===== src/rtl/mul_arb_pkg.sv =====
// Shared types and helpers for the multiplier-sharing arbiter.
// State encoding, round-robin pick function, default sizes.
package mul_arb_pkg;

  localparam int N_REQ_DEF = 4;
  localparam int WIDTH_DEF = 8;
  localparam int MAX_REQ   = 8;

  typedef enum logic [1:0] {
    IDLE,
    MUL,
    RESP
  } state_e;

  typedef struct packed {
    logic       found;
    logic [2:0] idx;
  } pick_t;

  // First set bit of valid at or above ptr, wrapping modulo n.
  // Scanning from the far end lets the nearest hit win last.
  function automatic pick_t rr_pick(
    input logic [MAX_REQ-1:0] valid,
    input logic [2:0]         ptr,
    input int                 n = N_REQ_DEF
  );
    pick_t p;
    int    j;
    p = '0;
    for (int k = MAX_REQ - 1; k >= 0; k--) begin
      if (k < n) begin
        j = (int'(ptr) + k) % n;
        if (valid[j]) begin
          p.found = 1'b1;
          p.idx   = 3'(j);
        end
      end
    end
    return p;
  endfunction

endpackage


===== src/rtl/if_multiplier.sv =====
// Operand/result bundle for the shared combinational multiplier.
// in1/in2 operands; {overflow, out} is the full-width product.
interface if_multiplier #(
  parameter int WIDTH = 8
);
  logic [WIDTH-1:0]   in1;
  logic [WIDTH-1:0]   in2;
  logic [2*WIDTH-2:0] out;
  logic               overflow;

  modport mul (
    input  in1,
    input  in2,
    output out,
    output overflow
  );

  modport user (
    output in1,
    output in2,
    input  out,
    input  overflow
  );
endinterface


===== src/rtl/dadda_8.sv =====
// Combinational unsigned Dadda multiplier behind if_multiplier.
// Ports: m (mul modport) -- in1, in2 in; out, overflow out.
module dadda_8 #(
  parameter int WIDTH = 8
) (
  if_multiplier.mul m
);

  localparam int C = 2 * WIDTH;

  logic [WIDTH-1:0] col  [C];
  logic [WIDTH-1:0] ncol [C];
  int               h    [C];
  int               nh   [C];
  logic [C-1:0]     ra;
  logic [C-1:0]     rb;
  logic [C-1:0]     sum;
  logic             x, y, z;
  int               idx, tot, d;

  // Dadda height sequence, largest first.
  function automatic int stage_d(input int s);
    case (s)
      0:       return 13;
      1:       return 9;
      2:       return 6;
      3:       return 4;
      4:       return 3;
      default: return 2;
    endcase
  endfunction

  always_comb begin
    x = 1'b0;
    y = 1'b0;
    z = 1'b0;
    idx = 0;
    tot = 0;
    d = 0;
    for (int c = 0; c < C; c++) begin
      col[c]  = '0;
      ncol[c] = '0;
      h[c]    = 0;
      nh[c]   = 0;
    end
    for (int i = 0; i < WIDTH; i++) begin
      for (int j = 0; j < WIDTH; j++) begin
        col[i+j][h[i+j]] = m.in1[i] & m.in2[j];
        h[i+j] = h[i+j] + 1;
      end
    end
    for (int s = 0; s < 6; s++) begin
      d = stage_d(s);
      if (d < WIDTH) begin
        for (int c = 0; c < C; c++) begin
          ncol[c] = '0;
          nh[c]   = 0;
        end
        for (int c = 0; c < C; c++) begin
          idx = 0;
          // carries already placed in nh[c] count toward height
          tot = h[c] + nh[c];
          for (int k = 0; k < WIDTH; k++) begin
            if (tot > d && h[c] - idx >= 2) begin
              x = col[c][idx];
              y = col[c][idx+1];
              if (tot - d >= 2 && h[c] - idx >= 3) begin
                z = col[c][idx+2];
                idx = idx + 3;
                tot = tot - 2;
              end else begin
                z = 1'b0;
                idx = idx + 2;
                tot = tot - 1;
              end
              ncol[c][nh[c]] = x ^ y ^ z;
              nh[c] = nh[c] + 1;
              if (c + 1 < C) begin
                ncol[c+1][nh[c+1]] = (x & y) | (x & z) | (y & z);
                nh[c+1] = nh[c+1] + 1;
              end
            end
          end
          for (int k = 0; k < WIDTH; k++) begin
            if (k >= idx && k < h[c]) begin
              ncol[c][nh[c]] = col[c][k];
              nh[c] = nh[c] + 1;
            end
          end
        end
        for (int c = 0; c < C; c++) begin
          col[c] = ncol[c];
          h[c]   = nh[c];
        end
      end
    end
    for (int c = 0; c < C; c++) begin
      ra[c] = col[c][0];
      rb[c] = col[c][1];
    end
    sum = ra + rb;
  end

  assign m.out      = sum[C-2:0];
  assign m.overflow = sum[C-1];

endmodule


===== src/rtl/rr_arbiter_n.sv =====
// Combinational round-robin pick over N_REQ request lines.
// Ports: valid, ptr in; grant (one-hot), idx, found out.
module rr_arbiter_n
  import mul_arb_pkg::*;
#(
  parameter int N_REQ = 4,
  parameter int ID_W  = 2
) (
  input  logic [N_REQ-1:0] valid,
  input  logic [ID_W-1:0]  ptr,
  output logic [N_REQ-1:0] grant,
  output logic [ID_W-1:0]  idx,
  output logic             found
);

  logic [MAX_REQ-1:0] v_ext;
  logic [2:0]         p_ext;
  pick_t              p;

  always_comb begin
    v_ext = '0;
    v_ext[N_REQ-1:0] = valid;
    p_ext = '0;
    p_ext[ID_W-1:0] = ptr;
    p = rr_pick(v_ext, p_ext, N_REQ);
    found = p.found;
    idx = ID_W'(p.idx);
    grant = '0;
    if (p.found) grant[idx] = 1'b1;
  end

endmodule


===== src/rtl/mul_share_arbiter.sv =====
// Round-robin sharing of one Dadda multiplier among N_REQ requesters.
// Ports: clk, rst; req_valid/ready/in1/in2; rsp_valid/ready/id/prod; busy.
module mul_share_arbiter
  import mul_arb_pkg::*;
#(
  parameter int WIDTH = WIDTH_DEF,
  parameter int N_REQ = N_REQ_DEF,
  parameter int ID_W  = 2
) (
  input  logic                   clk,
  input  logic                   rst,
  input  logic [N_REQ-1:0]       req_valid,
  output logic [N_REQ-1:0]       req_ready,
  input  logic [N_REQ*WIDTH-1:0] req_in1,
  input  logic [N_REQ*WIDTH-1:0] req_in2,
  output logic                   rsp_valid,
  input  logic                   rsp_ready,
  output logic [ID_W-1:0]        rsp_id,
  output logic [2*WIDTH-1:0]     rsp_prod,
  output logic                   busy
);

  state_e             state, state_nx;
  logic [ID_W-1:0]    rr_ptr;
  logic [WIDTH-1:0]   op_a, op_b;
  logic [ID_W-1:0]    op_id;
  logic [2*WIDTH-1:0] res_q;
  logic [ID_W-1:0]    id_q;

  logic [N_REQ-1:0]   grant;
  logic [ID_W-1:0]    g_idx;
  logic               g_found;
  logic               can_grant;
  logic               fire;

  rr_arbiter_n #(
    .N_REQ (N_REQ),
    .ID_W  (ID_W)
  ) u_rr (
    .valid (req_valid),
    .ptr   (rr_ptr),
    .grant (grant),
    .idx   (g_idx),
    .found (g_found)
  );

  if_multiplier #(.WIDTH(WIDTH)) mif ();

  assign mif.in1 = op_a;
  assign mif.in2 = op_b;

  dadda_8 #(.WIDTH(WIDTH)) u_mul (
    .m (mif)
  );

  // A response slot frees up in the same cycle it is accepted.
  always_comb begin
    can_grant = 1'b0;
    state_nx  = state;
    unique case (state)
      IDLE: can_grant = 1'b1;
      RESP: can_grant = rsp_ready;
      default: can_grant = 1'b0;
    endcase
    fire = can_grant && g_found;
    unique case (state)
      IDLE: if (fire) state_nx = MUL;
      MUL:  state_nx = RESP;
      RESP: if (rsp_ready) state_nx = fire ? MUL : IDLE;
      default: state_nx = IDLE;
    endcase
  end

  assign req_ready = fire ? grant : '0;
  assign rsp_valid = (state == RESP);
  assign rsp_id    = id_q;
  assign rsp_prod  = res_q;
  assign busy      = (state != IDLE);

  always_ff @(posedge clk or posedge rst) begin
    if (rst) state <= IDLE;
    else     state <= state_nx;
  end

  always_ff @(posedge clk or posedge rst) begin
    if (rst) begin
      rr_ptr <= '0;
      op_a   <= '0;
      op_b   <= '0;
      op_id  <= '0;
      res_q  <= '0;
      id_q   <= '0;
    end else begin
      if (fire) begin
        op_a   <= req_in1[g_idx*WIDTH +: WIDTH];
        op_b   <= req_in2[g_idx*WIDTH +: WIDTH];
        op_id  <= g_idx;
        rr_ptr <= (g_idx == ID_W'(N_REQ - 1)) ? '0 : g_idx + 1'b1;
      end
      if (state == MUL) begin
        res_q <= {mif.overflow, mif.out};
        id_q  <= op_id;
      end
    end
  end

endmodule


===== config.mk =====
export PLATFORM = sky130hd
export DESIGN_NAME = mul_share_arbiter
export DESIGN_NICKNAME = d
export VERILOG_FILES = /design/src/rtl/mul_arb_pkg.sv /design/src/rtl/if_multiplier.sv /design/src/rtl/dadda_8.sv /design/src/rtl/rr_arbiter_n.sv /design/src/rtl/mul_share_arbiter.sv
export SDC_FILE = /design/constraint.sdc
export NUM_CORES = 1
export LEC_CHECK = 0
export ABC_AREA = 0
export BUFFER_PORTS_ARGS = -buffer_cell sky130_fd_sc_hd__buf_4
export CORE_UTILIZATION = 50
export DETAILED_ROUTE_END_ITERATION = 8
export GPL_TIMING_DRIVEN = 0
export PLACE_DENSITY_LB_ADDON = 0.2
export SYNTH_ARGS = -nofsm -noshare
export SYNTH_HDL_FRONTEND = slang
export SYNTH_SLANG_ARGS = --single-unit

===== constraint.sdc =====
create_clock -name clk -period 4.7 [get_ports clk]
set_input_delay 0.47 -clock clk [delete_from_list [all_inputs] [get_ports clk]]
set_output_delay 0.47 -clock clk [all_outputs]
set_load 0.05 [all_outputs]

* Word level (Yosys, flattened, before mapping)
Cells that the tools add are included.
** Cells by class
- Add/subtract/negate cells :: 5
- Order comparisons :: 6
- Equal/unequal tests :: 5
- Shift-type cells :: 2
- Multiplexer cells :: 25
- Bitwise gates (word level) :: 326
- Reductions and logical operators :: 8
** Operators by type and width (number)
- 1-bit AND :: 176
- 1-bit XOR :: 77
- 1-bit bitwise OR :: 70
- 32-bit by 6-bit indexed part select with 8-bit output :: 2
- 4-bit 2-to-1 mux :: 6
- 15-bit by 15-bit adder with 16-bit output :: 1
- 3-bit by 5-bit less-than comparator with 1-bit output, second input constant :: 3
- 1-bit binary-select mux with 3-bit select :: 3
- 1-bit 2-to-1 mux :: 9
- 2-bit 2-to-1 mux :: 3
- 2-bit case mux with 3 select lines :: 1
- 2-bit OR reduction :: 3
- 2-bit by 1-bit adder with 2-bit output, second input constant :: 2
- 2-bit adder, second input constant :: 2
- 2-bit equality test, second input constant :: 2
- 2-bit by 4-bit less-than comparator with 1-bit output, second input constant :: 1
- 1-bit AND, first input constant :: 3
- 2-bit by 3-bit less-than comparator with 1-bit output, second input constant :: 1
- 1-bit binary-select mux with 2-bit select :: 1
- 1-bit demux with 2-bit select :: 1
- 2-bit by 1-bit equality test with 1-bit output, second input constant :: 1
- 2-bit by 1-bit >= comparator with 1-bit output, second input constant :: 1
- 1-bit logical AND :: 2
- 2-bit zero test :: 1
- 5 further kinds :: 5
** Word-level totals
- Register bits :: 40
- Input bits :: 71
- Word-level logic and storage cells :: 384

* Depth between registers and ports, before layout
- Depth after elaboration :: 16
- Gate-level depth with buffers :: 15

* Modules after synthesis
From an unflattened synthesis, not the netlist that was laid out.
** Unflattened totals
- Cells, all modules :: 393
- Area total of the unflattened synthesis :: 4136.5 um^2
** Modules (own cells, without submodules)
- mul_share_arbiter :: instances 1, cells an instance 116, area each 1998.2 um^2, sequential area each 1001.0 um^2
- dadda_8 :: instances 1, cells an instance 247, area each 1963.1 um^2, sequential area each 0.0 um^2
- rr_arbiter_n :: instances 1, cells an instance 30, area each 175.2 um^2, sequential area each 0.0 um^2

* Worst setup path after synthesis
OpenSTA, ideal clock, no wires.
- Kind :: register -> register
- Start :: register op_a[0] (netlist: mif.in1[0])
- End :: register res_q[11] (netlist: rsp_prod[11])
- Arrival time :: 4.019 ns
- Data required time :: 4.574 ns
- Slack :: 0.555 ns
- Stages on the path, launching flop included :: 15
- Path buffers :: 0
- Clock period less this slack :: 4.145 ns
- Cell sequence :: dfrtp_1 > and2_1 > fa_1 > inv_1 > fa_1 > inv_1 > fa_1 > inv_1 > fa_1 > inv_1 > ha_1 > and4_1 > and2_1 > a211o_1 > a221o_1
** Between the ends
- Word-level cells in the longest chain between the ends :: 14
** Ends and longest elaborated chain
- start, declared :: line mul_share_arbiter.sv:25 : logic [WIDTH-1:0] op_a, op_b;
- start signal, assigned :: line mul_share_arbiter.sv:95 : op_a <= req_in1[g_idx*WIDTH +: WIDTH];
- 1-bit AND :: line dadda_8.sv:48 : col[i+j][h[i+j]] = m.in1[i] & m.in2[j];
- 1-bit AND :: line dadda_8.sv:79 : ncol[c+1][nh[c+1]] = (x & y) | (x & z) | (y & z);
- 1-bit bitwise OR (2 in a row) :: line dadda_8.sv:79
- 1-bit AND :: line dadda_8.sv:79
- 1-bit bitwise OR (2 in a row) :: line dadda_8.sv:79
- 1-bit AND :: line dadda_8.sv:79
- 1-bit bitwise OR (2 in a row) :: line dadda_8.sv:79
- 1-bit AND :: line dadda_8.sv:79
- 1-bit bitwise OR (2 in a row) :: line dadda_8.sv:79
- 15-bit by 15-bit adder with 16-bit output (*) :: line dadda_8.sv:101 : sum = ra + rb;
- end signal, assigned :: line mul_share_arbiter.sv:101 : res_q <= {mif.overflow, mif.out};
- end, declared :: line mul_share_arbiter.sv:27 : logic [2*WIDTH-1:0] res_q;
Every way passes the cells marked *; elsewhere a longest branch is shown, timed or not.
A chain may end at the register's enable or synchronous reset.

* Final worst setup path
- Start :: register op_a[0] (netlist: mif.in1[0])
- End :: register res_q[14] (netlist: rsp_prod[14])
Same word-level chain as after synthesis.

==> out/metrics.yaml <==
status: "complete, no violations"
critPathBufInv: 4
core_area_um2: 7810
syn_nets: 583
synth-seq-cells: 40
nNetsFinal: 684
post_cts_buffers: 0
avgSynthCellArea_um2: 9.06
postRouteAntennaNets: 0
wirelength_mm: 9.58
tns_ps: 0
path_clk_slew_ps: 90
grt_max_degree: 41
yosys.area_share.simple_pct: 20.5
synth_top_family_by_area: "adder cells"
min_path_type: "input port to asynchronous set/reset pin"
vias: 3465
path_class: "register to register"
synth-edff-count: 0
die_w_um: 92.4
ys_seq_area_share_pct: 24.5
dp_cells: 647
synth_fa_ha_area_share_pct: 25.3
via_per_inst: 5.29
worst_pin_slew_ps: 846
fin_crit_sh_pct: 93.8
fin_worst_skew_ps: 9.49
htreeDepth: 2
r2r_end: "rsp_prod[14]"
seqCellArea_um2: 1000
post_drt_wl_per_cell_um: 14.6
crit_start: "mif.in1[0]"
final_common_cell: "buf_4"
dpl.hpwl_mm: 7.75
finalMaxSlewViolations: 0
place_congestion: 0.865
cap_violations: 0
ys_warn_count: 0
synth_xor_area_share_pct: 1.07
io_pins: 95
antenna_found_initial: 0
netlist_instances: 451
layout_common_cells: "buf_4 (94), nand2_1 (79), inv_1 (58)"
synthMuxAreaShare_pct: 8.08
crit-reg2reg-launch: "mif.in1[0]"
multiInputGateArea_um2: 2730
rrSetupSlack_ps: 290
synth_ff_type: "dfrtp_1"
drive_gt1_share_pct: 21.9
fmax_mhz: 227
fill_cells: 649
placement.io_buffers: 94
min_period_ps: 4410
cts_tree: "done"
hold_viol_final: 0
rsz0062_at_grt: "no"
antenna_cells: 0
netlist_area_um2: 4090
cts.path.max_buffers: 2
dieHeight_um: 92.4
initial_core_util_pct: 52.3
cp-endpoint: "rsp_prod[14]"
crit_arrival_ps: 4650
final_cells: 655
die_area_um2: 8540
slew_headroom_pct: 43.5
cp_cell_sequence: "and2_1, fa_1, inv_1, fa_1, inv_1, fa_1, inv_1, fa_1, inv_1, ha_1, a21oi_1, o21ai_0, a221oi_1, or3_1, nand3_1"
cp.required_ps: 4940
critical-path-top-delay-family: "adder cells"
grt_pass1_wl_mm: 16.9
grt_pass1_vias: 3639
cp-start-kind: "register"
crit_cells: 15
synth_compound_area_share_pct: 11.8
endpoint_kind: "register"
grtUsageTotal_pct: 24.9
clockRootBuffer: "clkbuf_8"
cts_hold_buf: 0
cts-resized-gates: 0
synthArstFlopShare_pct: 100
slowest_delay_ps: 540
slowest_stage: "fa_1"
syn_to_final_growth_pct: 23.4
synth.distinct_cells: 54
r2r_cells: 15
overflow: 0
first_pass_iters: 4
drcViolationCount: 0
cts.sinks: 40
numCtsBuffers: 5
clk_latency_ps: 300
drt_iter0_markers: 133
cp_max_fo: 9
setup_viol: 0
std_cell_rows: 32
fin_util_pct: 64.6
## worst reg2reg max path, cell delays in order (launching register included)
cell and delay (ps):
dfrtp_1 470, and2_1 220, fa_1 540, inv_1 50, fa_1 490, inv_1 50
fa_1 470, inv_1 50, fa_1 490, inv_1 40, ha_1 410, a21oi_1 120
o21ai_0 360, a221oi_1 180, or3_1 340, nand3_1 80
## through the flow
step / worst slack, ps / hold slack [ps] / cell area (um2)
2_1_floorplan: 555 / 439 / 4090
6_report: 289 / 336 / 5040
4_1_cts: 280 / 366 / 5040
5_1_grt: 75.3 / 423 / 5040
3_3_place_gp: 345 / 460 / 4920
3_5_place_dp: 291 / 460 / 4920
## layout make-up
cell class	instances	share of cell area, %
tap	102	2.53
timing repair buffer	94	14.0
multi-input combinational	333	54.2
clock buffer	6	1.64
sequential	40	19.9
buffer	17	2.48
inverter	61	4.57
clock inverter	2	0.769
## routing by layer
metal	track usage (%)	part of all wire, %
met1	31.8	44
met2	44.5	50
met3	3.04	3.6
met4	6.38	1.6
met5	0	0
## registers in the layout, indices dropped and copies added, names as in the netlist
signal and count:
rsp_prod 16, mif.in2 8, rsp_id 2, rr_ptr 2, op_id 2, mif.in1 8
state 2
## synthesized netlist by cell type (all sizes together) (2+ instances only)
cell | count | area share [%]
nand3 | 7 | 0.86
nor3 | 2 | 0.24
dfrtp | 40 | 24
clkbuf | 9 | 0.83
and4 | 3 | 0.70
mux2i | 33 | 8.1
fa | 36 | 18
o31ai | 3 | 0.55
nor3b | 2 | 0.37
buf | 8 | 2.2
nand2 | 80 | 7.4
nor2b | 5 | 0.83
o21ai | 14 | 1.7
xor2 | 4 | 0.86
inv | 60 | 5.5
o2111ai | 2 | 0.43
ha | 25 | 7.7
and2 | 45 | 6.9
a221o | 2 | 0.49
or4 | 2 | 0.37
a21oi | 10 | 1.2
nand4 | 2 | 0.31
a211o | 2 | 0.43
o221ai | 18 | 4.2
nand2b | 3 | 0.46
a21o | 2 | 0.37
nor2 | 13 | 1.2
## how the worst min path moves through the flow
stage | end | startpoint | slack, ps
after floorplan | rsp_id[0] | op_id[0] | 440
after global placement | rsp_prod[2] | rsp_prod[2] | 460
after detailed placement | rsp_prod[0] | rsp_prod[0] | 460
after CTS | rsp_prod[1] | rst | 370
after global routing | rsp_prod[3] | rst | 420
final | rsp_prod[1] | rst | 340
## kinds of logic (layout without fill, tap and decap cells)
group                    after synthesis  after routing
AO/OA/AOI/OAI                         65             65
XOR/XNOR                               5              5
adder cells (fa/ha/maj)               61             61
buffers and inverters                 78            180
flip-flops                            40             40
multiplexers                          33             33
AND/OR/NAND/NOR                      169            169
Power is left out: the tool's default activity adds up to more than one toggle a clock period on the data nets, which glitch-free logic cannot reach.
